$ cat src/rtl/mem_arb_if.sv
// Bus bundle for mem_arb: fetch port, load/store port, memory port and the
// timeout error pulse. The master modport is the arbiter's view; the slave
// modport is the view of the surrounding requesters and memory.
interface mem_arb_if #(
    parameter int unsigned XLEN = 64
);
    // Fetch port
    logic            if_req;
    logic [XLEN-1:0] if_addr;
    logic            if_gnt;
    logic            if_rvalid;
    logic [XLEN-1:0] if_rdata;

    // Load/store port
    logic            ls_req;
    logic            ls_we;
    logic [XLEN-1:0] ls_addr;
    logic [XLEN-1:0] ls_wdata;
    logic [7:0]      ls_wmask;
    logic            ls_gnt;
    logic            ls_rvalid;
    logic [XLEN-1:0] ls_rdata;

    // Memory port
    logic            mem_req;
    logic            mem_we;
    logic [XLEN-1:0] mem_addr;
    logic [XLEN-1:0] mem_wdata;
    logic [7:0]      mem_wmask;
    logic            mem_ready;
    logic            mem_rvalid;
    logic [XLEN-1:0] mem_rdata;

    // Timeout abort pulse
    logic            err;

    modport master (
        input  if_req, if_addr,
        input  ls_req, ls_we, ls_addr, ls_wdata, ls_wmask,
        input  mem_ready, mem_rvalid, mem_rdata,
        output if_gnt, if_rvalid, if_rdata,
        output ls_gnt, ls_rvalid, ls_rdata,
        output mem_req, mem_we, mem_addr, mem_wdata, mem_wmask,
        output err
    );

    modport slave (
        output if_req, if_addr,
        output ls_req, ls_we, ls_addr, ls_wdata, ls_wmask,
        output mem_ready, mem_rvalid, mem_rdata,
        input  if_gnt, if_rvalid, if_rdata,
        input  ls_gnt, ls_rvalid, ls_rdata,
        input  mem_req, mem_we, mem_addr, mem_wdata, mem_wmask,
        input  err
    );
endinterface

$ cat src/rtl/mem_arb.sv
// mem_arb: two-port (fetch, load/store) arbiter onto a single memory port,
// one transaction in flight, with a response timeout that aborts the
// transaction and pulses err.
// Optional feature macro MEM_ARB_RR_EN: when defined, simultaneous requests
// alternate between the ports (round-robin); when undefined, load/store
// always wins a tie.
module mem_arb #(
    parameter int unsigned XLEN    = 64,
    parameter int unsigned TIMEOUT = 255
) (
    input logic       clk,
    input logic       rst,
    mem_arb_if.master bus
);
    typedef enum logic [1:0] {S_IDLE, S_REQ, S_RESP} state_t;
    typedef enum logic {OWN_IF, OWN_LS} owner_t;

    localparam logic [7:0] TO_CNT = 8'(TIMEOUT);

    state_t          state_q, state_d;
    owner_t          owner_q, owner_d;
    logic            we_q, we_d;
    logic [XLEN-1:0] addr_q, addr_d;
    logic [XLEN-1:0] wdata_q, wdata_d;
    logic [7:0]      wmask_q, wmask_d;
    logic [7:0]      cnt_q, cnt_d;

    logic            take_ls;
    logic            rsp_fire;
    logic [XLEN-1:0] rsp_data;

`ifdef MEM_ARB_RR_EN
    owner_t          last_q, last_d;
`endif

    // State, owner, latched request fields and RESP wait counter
    always_ff @(posedge clk or posedge rst) begin
        if (rst) begin
            state_q <= S_IDLE;
            owner_q <= OWN_IF;
            we_q    <= 1'b0;
            addr_q  <= '0;
            wdata_q <= '0;
            wmask_q <= '0;
            cnt_q   <= '0;
        end else begin
            state_q <= state_d;
            owner_q <= owner_d;
            we_q    <= we_d;
            addr_q  <= addr_d;
            wdata_q <= wdata_d;
            wmask_q <= wmask_d;
            cnt_q   <= cnt_d;
        end
    end

`ifdef MEM_ARB_RR_EN
    // Port granted most recently, used to break ties
    always_ff @(posedge clk or posedge rst) begin
        if (rst) begin
            last_q <= OWN_IF;
        end else begin
            last_q <= last_d;
        end
    end
`endif

    // Arbitration, next-state and all bus outputs
    always_comb begin
        state_d = state_q;
        owner_d = owner_q;
        we_d    = we_q;
        addr_d  = addr_q;
        wdata_d = wdata_q;
        wmask_d = wmask_q;
        cnt_d   = cnt_q;
`ifdef MEM_ARB_RR_EN
        last_d  = last_q;
`endif
        take_ls  = 1'b0;
        rsp_fire = 1'b0;
        rsp_data = '0;

        bus.if_gnt    = 1'b0;
        bus.ls_gnt    = 1'b0;
        bus.mem_req   = 1'b0;
        bus.mem_we    = 1'b0;
        bus.mem_addr  = '0;
        bus.mem_wdata = '0;
        bus.mem_wmask = '0;
        bus.err       = 1'b0;

`ifdef MEM_ARB_RR_EN
        take_ls = bus.ls_req && (!bus.if_req || (last_q == OWN_IF));
`else
        take_ls = bus.ls_req;
`endif

        unique case (state_q)
            S_IDLE: begin
                // Grant is combinational but suppressed while reset is held
                if (!rst && (bus.if_req || bus.ls_req)) begin
                    state_d = S_REQ;
                    if (take_ls) begin
                        bus.ls_gnt = 1'b1;
                        owner_d    = OWN_LS;
                        we_d       = bus.ls_we;
                        addr_d     = bus.ls_addr;
                        // Non-store transactions carry zero write data/mask
                        wdata_d    = bus.ls_we ? bus.ls_wdata : '0;
                        wmask_d    = bus.ls_we ? bus.ls_wmask : '0;
                    end else begin
                        bus.if_gnt = 1'b1;
                        owner_d    = OWN_IF;
                        we_d       = 1'b0;
                        addr_d     = bus.if_addr;
                        wdata_d    = '0;
                        wmask_d    = '0;
                    end
`ifdef MEM_ARB_RR_EN
                    last_d = take_ls ? OWN_LS : OWN_IF;
`endif
                end
            end
            S_REQ: begin
                bus.mem_req   = 1'b1;
                bus.mem_we    = we_q;
                // Reads are doubleword aligned; stores pass the address through
                bus.mem_addr  = we_q ? addr_q : {addr_q[XLEN-1:3], 3'b000};
                bus.mem_wdata = wdata_q;
                bus.mem_wmask = wmask_q;
                if (bus.mem_ready) begin
                    state_d = S_RESP;
                    cnt_d   = '0;
                end
            end
            S_RESP: begin
                // A real response beats a timeout landing in the same cycle
                if (bus.mem_rvalid) begin
                    rsp_fire = 1'b1;
                    rsp_data = bus.mem_rdata;
                    state_d  = S_IDLE;
                end else if (cnt_q == TO_CNT) begin
                    rsp_fire = 1'b1;
                    bus.err  = 1'b1;
                    state_d  = S_IDLE;
                end else begin
                    cnt_d = cnt_q + 8'd1;
                end
            end
            default: begin
                state_d = S_IDLE;
            end
        endcase

        bus.if_rvalid = rsp_fire && (owner_q == OWN_IF);
        bus.ls_rvalid = rsp_fire && (owner_q == OWN_LS);
        bus.if_rdata  = (rsp_fire && (owner_q == OWN_IF)) ? rsp_data : '0;
        bus.ls_rdata  = (rsp_fire && (owner_q == OWN_LS)) ? rsp_data : '0;
    end
endmodule
$ cat src/flat_wrapper.sv
// flat-port wrapper written by rule: the top's interface ports become plain ports
module mem_arb_flat 
#(
    parameter int unsigned XLEN    = 64,
    parameter int unsigned TIMEOUT = 255
)
  (clk, rst, bus_if_req, bus_if_addr, bus_ls_req, bus_ls_we, bus_ls_addr, bus_ls_wdata, bus_ls_wmask, bus_mem_ready, bus_mem_rvalid, bus_mem_rdata, bus_if_gnt, bus_if_rvalid, bus_if_rdata, bus_ls_gnt, bus_ls_rvalid, bus_ls_rdata, bus_mem_req, bus_mem_we, bus_mem_addr, bus_mem_wdata, bus_mem_wmask, bus_err);
  mem_arb_if #(.XLEN(XLEN)) bus_i ();
  input logic clk;
  input logic rst;
  input wire logic [$bits(bus_i.if_req)-1:0] bus_if_req;
  input wire logic [$bits(bus_i.if_addr)-1:0] bus_if_addr;
  input wire logic [$bits(bus_i.ls_req)-1:0] bus_ls_req;
  input wire logic [$bits(bus_i.ls_we)-1:0] bus_ls_we;
  input wire logic [$bits(bus_i.ls_addr)-1:0] bus_ls_addr;
  input wire logic [$bits(bus_i.ls_wdata)-1:0] bus_ls_wdata;
  input wire logic [$bits(bus_i.ls_wmask)-1:0] bus_ls_wmask;
  input wire logic [$bits(bus_i.mem_ready)-1:0] bus_mem_ready;
  input wire logic [$bits(bus_i.mem_rvalid)-1:0] bus_mem_rvalid;
  input wire logic [$bits(bus_i.mem_rdata)-1:0] bus_mem_rdata;
  output wire logic [$bits(bus_i.if_gnt)-1:0] bus_if_gnt;
  output wire logic [$bits(bus_i.if_rvalid)-1:0] bus_if_rvalid;
  output wire logic [$bits(bus_i.if_rdata)-1:0] bus_if_rdata;
  output wire logic [$bits(bus_i.ls_gnt)-1:0] bus_ls_gnt;
  output wire logic [$bits(bus_i.ls_rvalid)-1:0] bus_ls_rvalid;
  output wire logic [$bits(bus_i.ls_rdata)-1:0] bus_ls_rdata;
  output wire logic [$bits(bus_i.mem_req)-1:0] bus_mem_req;
  output wire logic [$bits(bus_i.mem_we)-1:0] bus_mem_we;
  output wire logic [$bits(bus_i.mem_addr)-1:0] bus_mem_addr;
  output wire logic [$bits(bus_i.mem_wdata)-1:0] bus_mem_wdata;
  output wire logic [$bits(bus_i.mem_wmask)-1:0] bus_mem_wmask;
  output wire logic [$bits(bus_i.err)-1:0] bus_err;
  assign bus_i.if_req = bus_if_req;
  assign bus_i.if_addr = bus_if_addr;
  assign bus_i.ls_req = bus_ls_req;
  assign bus_i.ls_we = bus_ls_we;
  assign bus_i.ls_addr = bus_ls_addr;
  assign bus_i.ls_wdata = bus_ls_wdata;
  assign bus_i.ls_wmask = bus_ls_wmask;
  assign bus_i.mem_ready = bus_mem_ready;
  assign bus_i.mem_rvalid = bus_mem_rvalid;
  assign bus_i.mem_rdata = bus_mem_rdata;
  assign bus_if_gnt = bus_i.if_gnt;
  assign bus_if_rvalid = bus_i.if_rvalid;
  assign bus_if_rdata = bus_i.if_rdata;
  assign bus_ls_gnt = bus_i.ls_gnt;
  assign bus_ls_rvalid = bus_i.ls_rvalid;
  assign bus_ls_rdata = bus_i.ls_rdata;
  assign bus_mem_req = bus_i.mem_req;
  assign bus_mem_we = bus_i.mem_we;
  assign bus_mem_addr = bus_i.mem_addr;
  assign bus_mem_wdata = bus_i.mem_wdata;
  assign bus_mem_wmask = bus_i.mem_wmask;
  assign bus_err = bus_i.err;
  mem_arb #(.XLEN(XLEN), .TIMEOUT(TIMEOUT)) u_core (.clk(clk), .rst(rst), .bus(bus_i));
endmodule
$ cat config.mk
export PLATFORM = sky130hd
export DESIGN_NAME = mem_arb_flat
export DESIGN_NICKNAME = d
export VERILOG_FILES = /design/src/rtl/mem_arb_if.sv /design/src/rtl/mem_arb.sv /design/src/flat_wrapper.sv
export SDC_FILE = /design/constraint.sdc
export NUM_CORES = 1
export LEC_CHECK = 0
export ABC_AREA = 0
export BUFFER_PORTS_ARGS = -buffer_cell sky130_fd_sc_hd__buf_4
export CELL_PAD_IN_SITES_DETAIL_PLACEMENT = 1
export CELL_PAD_IN_SITES_GLOBAL_PLACEMENT = 1
export CORE_AREA = 2 2 208 210
export CTS_CLUSTER_DIAMETER = 100
export DETAILED_ROUTE_END_ITERATION = 10
export DIE_AREA = 0 0 210 212
export HOLD_SLACK_MARGIN = 0.15
export PLACE_DENSITY = 0.67
export SLEW_MARGIN = 15
export SYNTH_ARGS = -nofsm -noshare
export SYNTH_HDL_FRONTEND = slang
export SYNTH_SLANG_ARGS = --single-unit
$ cat constraint.sdc
create_clock -name clk -period 6.6 [get_ports clk]
set_input_delay 0.66 -clock clk [delete_from_list [all_inputs] [get_ports clk]]
set_output_delay 0.66 -clock clk [all_outputs]
set_load 0.05 [all_outputs]
=== Yosys cells after proc, flatten, opt, wreduce, memory -nomap -nowiden ===
Index checks and enable logic that the tools add are counted.

* Add/sub/neg operators: 1
* Eq/ne operators: 8
* Muxes and demuxes: 36
* Bitwise operators: 1
* Reduce and logical (&&, ||, !) cells: 10

{| class="wikitable"
|+ Operator list
! cell !! count
|-
| $mux W64 || 9
|-
| $mux W8 || 6
|-
| $pmux W8 S2 || 1
|-
| $mux W1 || 14
|-
| $add A8 B1 Y8 const B || 1
|-
| $eq A8 B8 Y1 const B || 1
|-
| $mux W2 || 4
|-
| $ne A2 B2 Y1 const B || 3
|-
| $pmux W2 S3 || 1
|-
| $reduce_and A4 Y1 || 1
|-
| $logic_and A1 B1 Y1 || 3
|-
| $mux W3 || 1
|-
| $ne A3 B2 Y1 const B || 1
|-
| $reduce_and A3 Y1 || 1
|-
| $eq A2 B1 Y1 const B || 1
|-
| $eq A2 B2 Y1 const B || 1
|-
| $logic_not A2 Y1 || 1
|-
| $ne A2 B1 Y1 const B || 1
|-
| $reduce_and A2 Y1 || 1
|-
| $reduce_bool A2 Y1 || 1
|-
| $logic_not A1 Y1 || 1
|-
| $logic_or A1 B1 Y1 || 1
|-
| $not A1 Y1 || 1
|}

* Register bits: 148
* Bits of input ports: 271
* Output and inout port bits: 271
* Logic and storage cells: 63

=== Depth between registers and ports, before layout ===
* Depth in word-level cells: 6
* Gate-level depth with buffers: 7
* Depth with buffers taken out: 5

=== Worst setup path before layout ===
Ideal clock, no wire load.

* Kind: in2out
* Start: input port bus_mem_rvalid
* End: output port bus_err
* Arrival time: 2.163 ns
* Required time: 5.940 ns
* Slack: 3.777 ns
* Cell stages on the path: 2
* Path buffers: 0
* Path through: or3b_1 > nor3_1

* Longest elaborated chain between the ends: 2

{| class="wikitable"
|+ RTL lines
! item !! line !! source
|-
| start: declaration || flat_wrapper.sv:19 || <nowiki>input wire logic [$bits(bus_i.mem_rvalid)-1:0] bus_mem_rvalid;</nowiki>
|-
| $mux W1 || mem_arb.sv:139 || <nowiki>if (bus.mem_rvalid) begin</nowiki>
|-
| $mux W1 || mem_arb.sv:99 || <nowiki>unique case (state_q)</nowiki>
|-
| end: declaration || flat_wrapper.sv:32 || <nowiki>output wire logic [$bits(bus_i.err)-1:0] bus_err;</nowiki>
|}

Every way passes these cells.

=== Worst setup path after layout ===
* Start: register u_core.state_q[0]
* End: output port bus_mem_wdata[61]

* Longest elaborated chain between the ends: 2

{| class="wikitable"
|+ RTL lines
! item !! line !! source
|-
| start: declaration || mem_arb.sv:20 || <nowiki>state_t state_q, state_d;</nowiki>
|-
| start signal: assignment || mem_arb.sv:47 || <nowiki>state_q <= state_d;</nowiki>
|-
| $eq A2 B1 Y1 || mem_arb.sv:99 ||
|-
| $mux W64 || mem_arb.sv:99 ||
|-
| end: declaration || flat_wrapper.sv:30 || <nowiki>output wire logic [$bits(bus_i.mem_wdata)-1:0] bus_mem_wdata;</nowiki>
|}

Every way passes these cells.

==> metrics.cfg <==
[worst_setup_path]
start_kind=flop
max_stage_delay_ns=0.83
cp_max_fo=88
slowest_stage=nor2b_4
arrival_ns=3.03
r2r_start=u_core.state_q[1]
worstPathRequired_ns=5.94
worstSetupPathType=flop to output pin
endpoint_kind=output pin
critical_path.cell_chain=nor2b_4 > buf_4 > and2_1 > buf_4
path_common_cell=buf_4
startpoint=u_core.state_q[0]

[synthesis]
synth_top_flop_cell=dfrtp_1
synthCells=809
synth_area_um2=7850
yosysWarnings=0
synth_cell_types=30
synth_fp_nets=1081
seq_area_frac_synth=0.472
synth_enable_flop_cells=0
synth_top_area_cell=dfrtp_1
synth_seq_cells=148
synth.avg_cell_area_um2=9.70
synth.area.top_cells=dfrtp_1 (47%), and2_1 (21%), mux2i_1 (8.2%)
postSynth.asyncResetShare=1.00
synth_top_area_frac=0.472

[die]
initial_core_util=0.185
die_x_um=210
io_pins=542
rows=76
die-area_um2=44500
die_h_um=212
coreArea_um2=42500

[clocking]
cts_buffers=17
cts_buffer_depth=2
cts_tree=yes
cts.clk_slew.worst_paths_ns=0.06
cts_sinks=148
clkLatencyLatePin_ns=0.45
post_cts_resize_count=0
htreeDepth=4
post-cts-setup-buffers=0
cts_root_buffer=clkbuf_16
cts.hold.buffers_added=0

[placement]
port_buffers=541
post-place-ws_ns=3.30
place_congestion=0.775
dp.final_hpwl_um=26200

[final_layout]
nNetsFinal=1582
final_layout_size_suffix_gt1_frac=0.443
final_common_cell=buf_4
final_cell_mix=buf_4 (549), and2_1 (263), dfrtp_1 (148)
diodes=0
nFillCells=5018
area_delta_synth_final_pct=65.6

[detailed_routing]
wl_um=34200
drtIter0Drc=278
viasPerCell=4.18
drc=0
wire_per_inst_um=18.3
vias=7796
ant_nets=0
firstDrtPassIters=4

[timing]
final-setup-viol-count=0
clock_skew_ns=0.00960
fin_crit_sh=0.559
rsz0062_at_grt=false
finalSetupTns_ns=0
max_freq_mhz=271
period_needed_ns=3.69
maxSlewViolCount=0
slew_headroom=0.326
fin_ws_ns=2.91
worst_slew_pin_slew_ns=1.01
timing.final.hold_violations=0

[grt]
grt_max_degree=95
grt-ovfl-total=0
grt_pass1_vias=8115
grt_pass1_wl_um=50100
grt_util_all_layers=0.149
antenna_found_initial=1

[power]
p_leak_nw=6.78
power_density_nw_per_um2=359
peakVddDrop_uv=143

[hold_path]
hold_path.class=input port to asynchronous set/reset pin

[outcome]
status=finished clean

[job]
max_cap_viol_count=0

==> state kept, by name, summed over array words and instances, names as in the netlist <==
signal          count
u_core.wdata_q     64
u_core.owner_q      1
u_core.wmask_q      8
u_core.state_q      2
u_core.cnt_q        8
u_core.we_q         1
u_core.addr_q      64
==> through the flow <==
stage	hold slack, ns	instance area, um2	std cells	power, W	utilization
floorplan	0.442	7850	809	0.00289	-
global placement	0.452	12400	1837	0.00363	0.292
detailed placement	0.463	12400	1837	0.00367	0.292
CTS	0.362	13000	1867	0.00474	0.306
global route	0.394	13000	1867	0.00495	0.306
finish	0.346	13000	1867	0.00467	0.306
==> critical path, delay by kind of cell (launching register included) <==
kind,cells,cell delay (ns)
buf+inv,2,0.96
simple gates,2,1.12
flops,1,0.42
==> logic make-up after synthesis <==
logic type | synth area share
mux | 0.0816
flops | 0.472
simple gates | 0.270
fa+ha+maj | 0.00159
compound gates | 0.136
buf+inv | 0.0387
==> layer usage <==
metal	track usage	vias to the layer above	routed length, um
met5	0	-	0
met4	0.0492	0	772
met3	0.0459	40	2590
met2	0.267	339	17400
met1	0.169	3706	13300
li1	-	3711	-
==> synth_stat cells, types with 2 or more instances <==
| cell type | number |
|---|---|
| nand2_1 | 73 |
| nand2b_1 | 2 |
| and3_1 | 5 |
| inv_1 | 4 |
| nor2b_1 | 2 |
| a31oi_1 | 2 |
| a21oi_1 | 2 |
| and2_1 | 263 |
| o211ai_1 | 3 |
| nand3_1 | 8 |
| clkbuf_1 | 37 |
| buf_2 | 30 |
| mux2i_1 | 64 |
| nor3_1 | 6 |
| a21o_1 | 2 |
| dfrtp_1 | 148 |
| o21ai_0 | 59 |
| nor2_1 | 6 |
| o21ai_1 | 11 |
| a22o_1 | 72 |
==> final cells by class <==
type	count	area [um2]	area share
timing repair buffer	549	4120	0.317
multi-input combinational	590	3870	0.298
sequential	148	3700	0.285
tap	546	683	0.0526
clock buffer	20	457	0.0351
clock inverter	10	146	0.0113
inverter	4	20.0	0.00154
==> power by group <==
group | switching (W) | internal [W] | total [W]
logic | 0.00143 | 0.000723 | 0.00216
clock network | 0.000421 | 0.000614 | 0.00103
registers | 0.000217 | 0.00126 | 0.00148
total | 0.00207 | 0.00260 | 0.00467
==> final timing paths <==
check	end	slack, ns	depth (start not counted)
max	bus_mem_wdata[61]	2.91	4
min	u_core.addr_q[60]	0.35	2
max reg2reg	u_core.wdata_q[57]	4.30	5
min reg2reg	u_core.addr_q[39]	0.47	2
max in group asynchronous	u_core.wdata_q[34]	4.79	3
min in group clk	u_core.wdata_q[43]	0.42	2
Power figures use the tool's default switching activity.
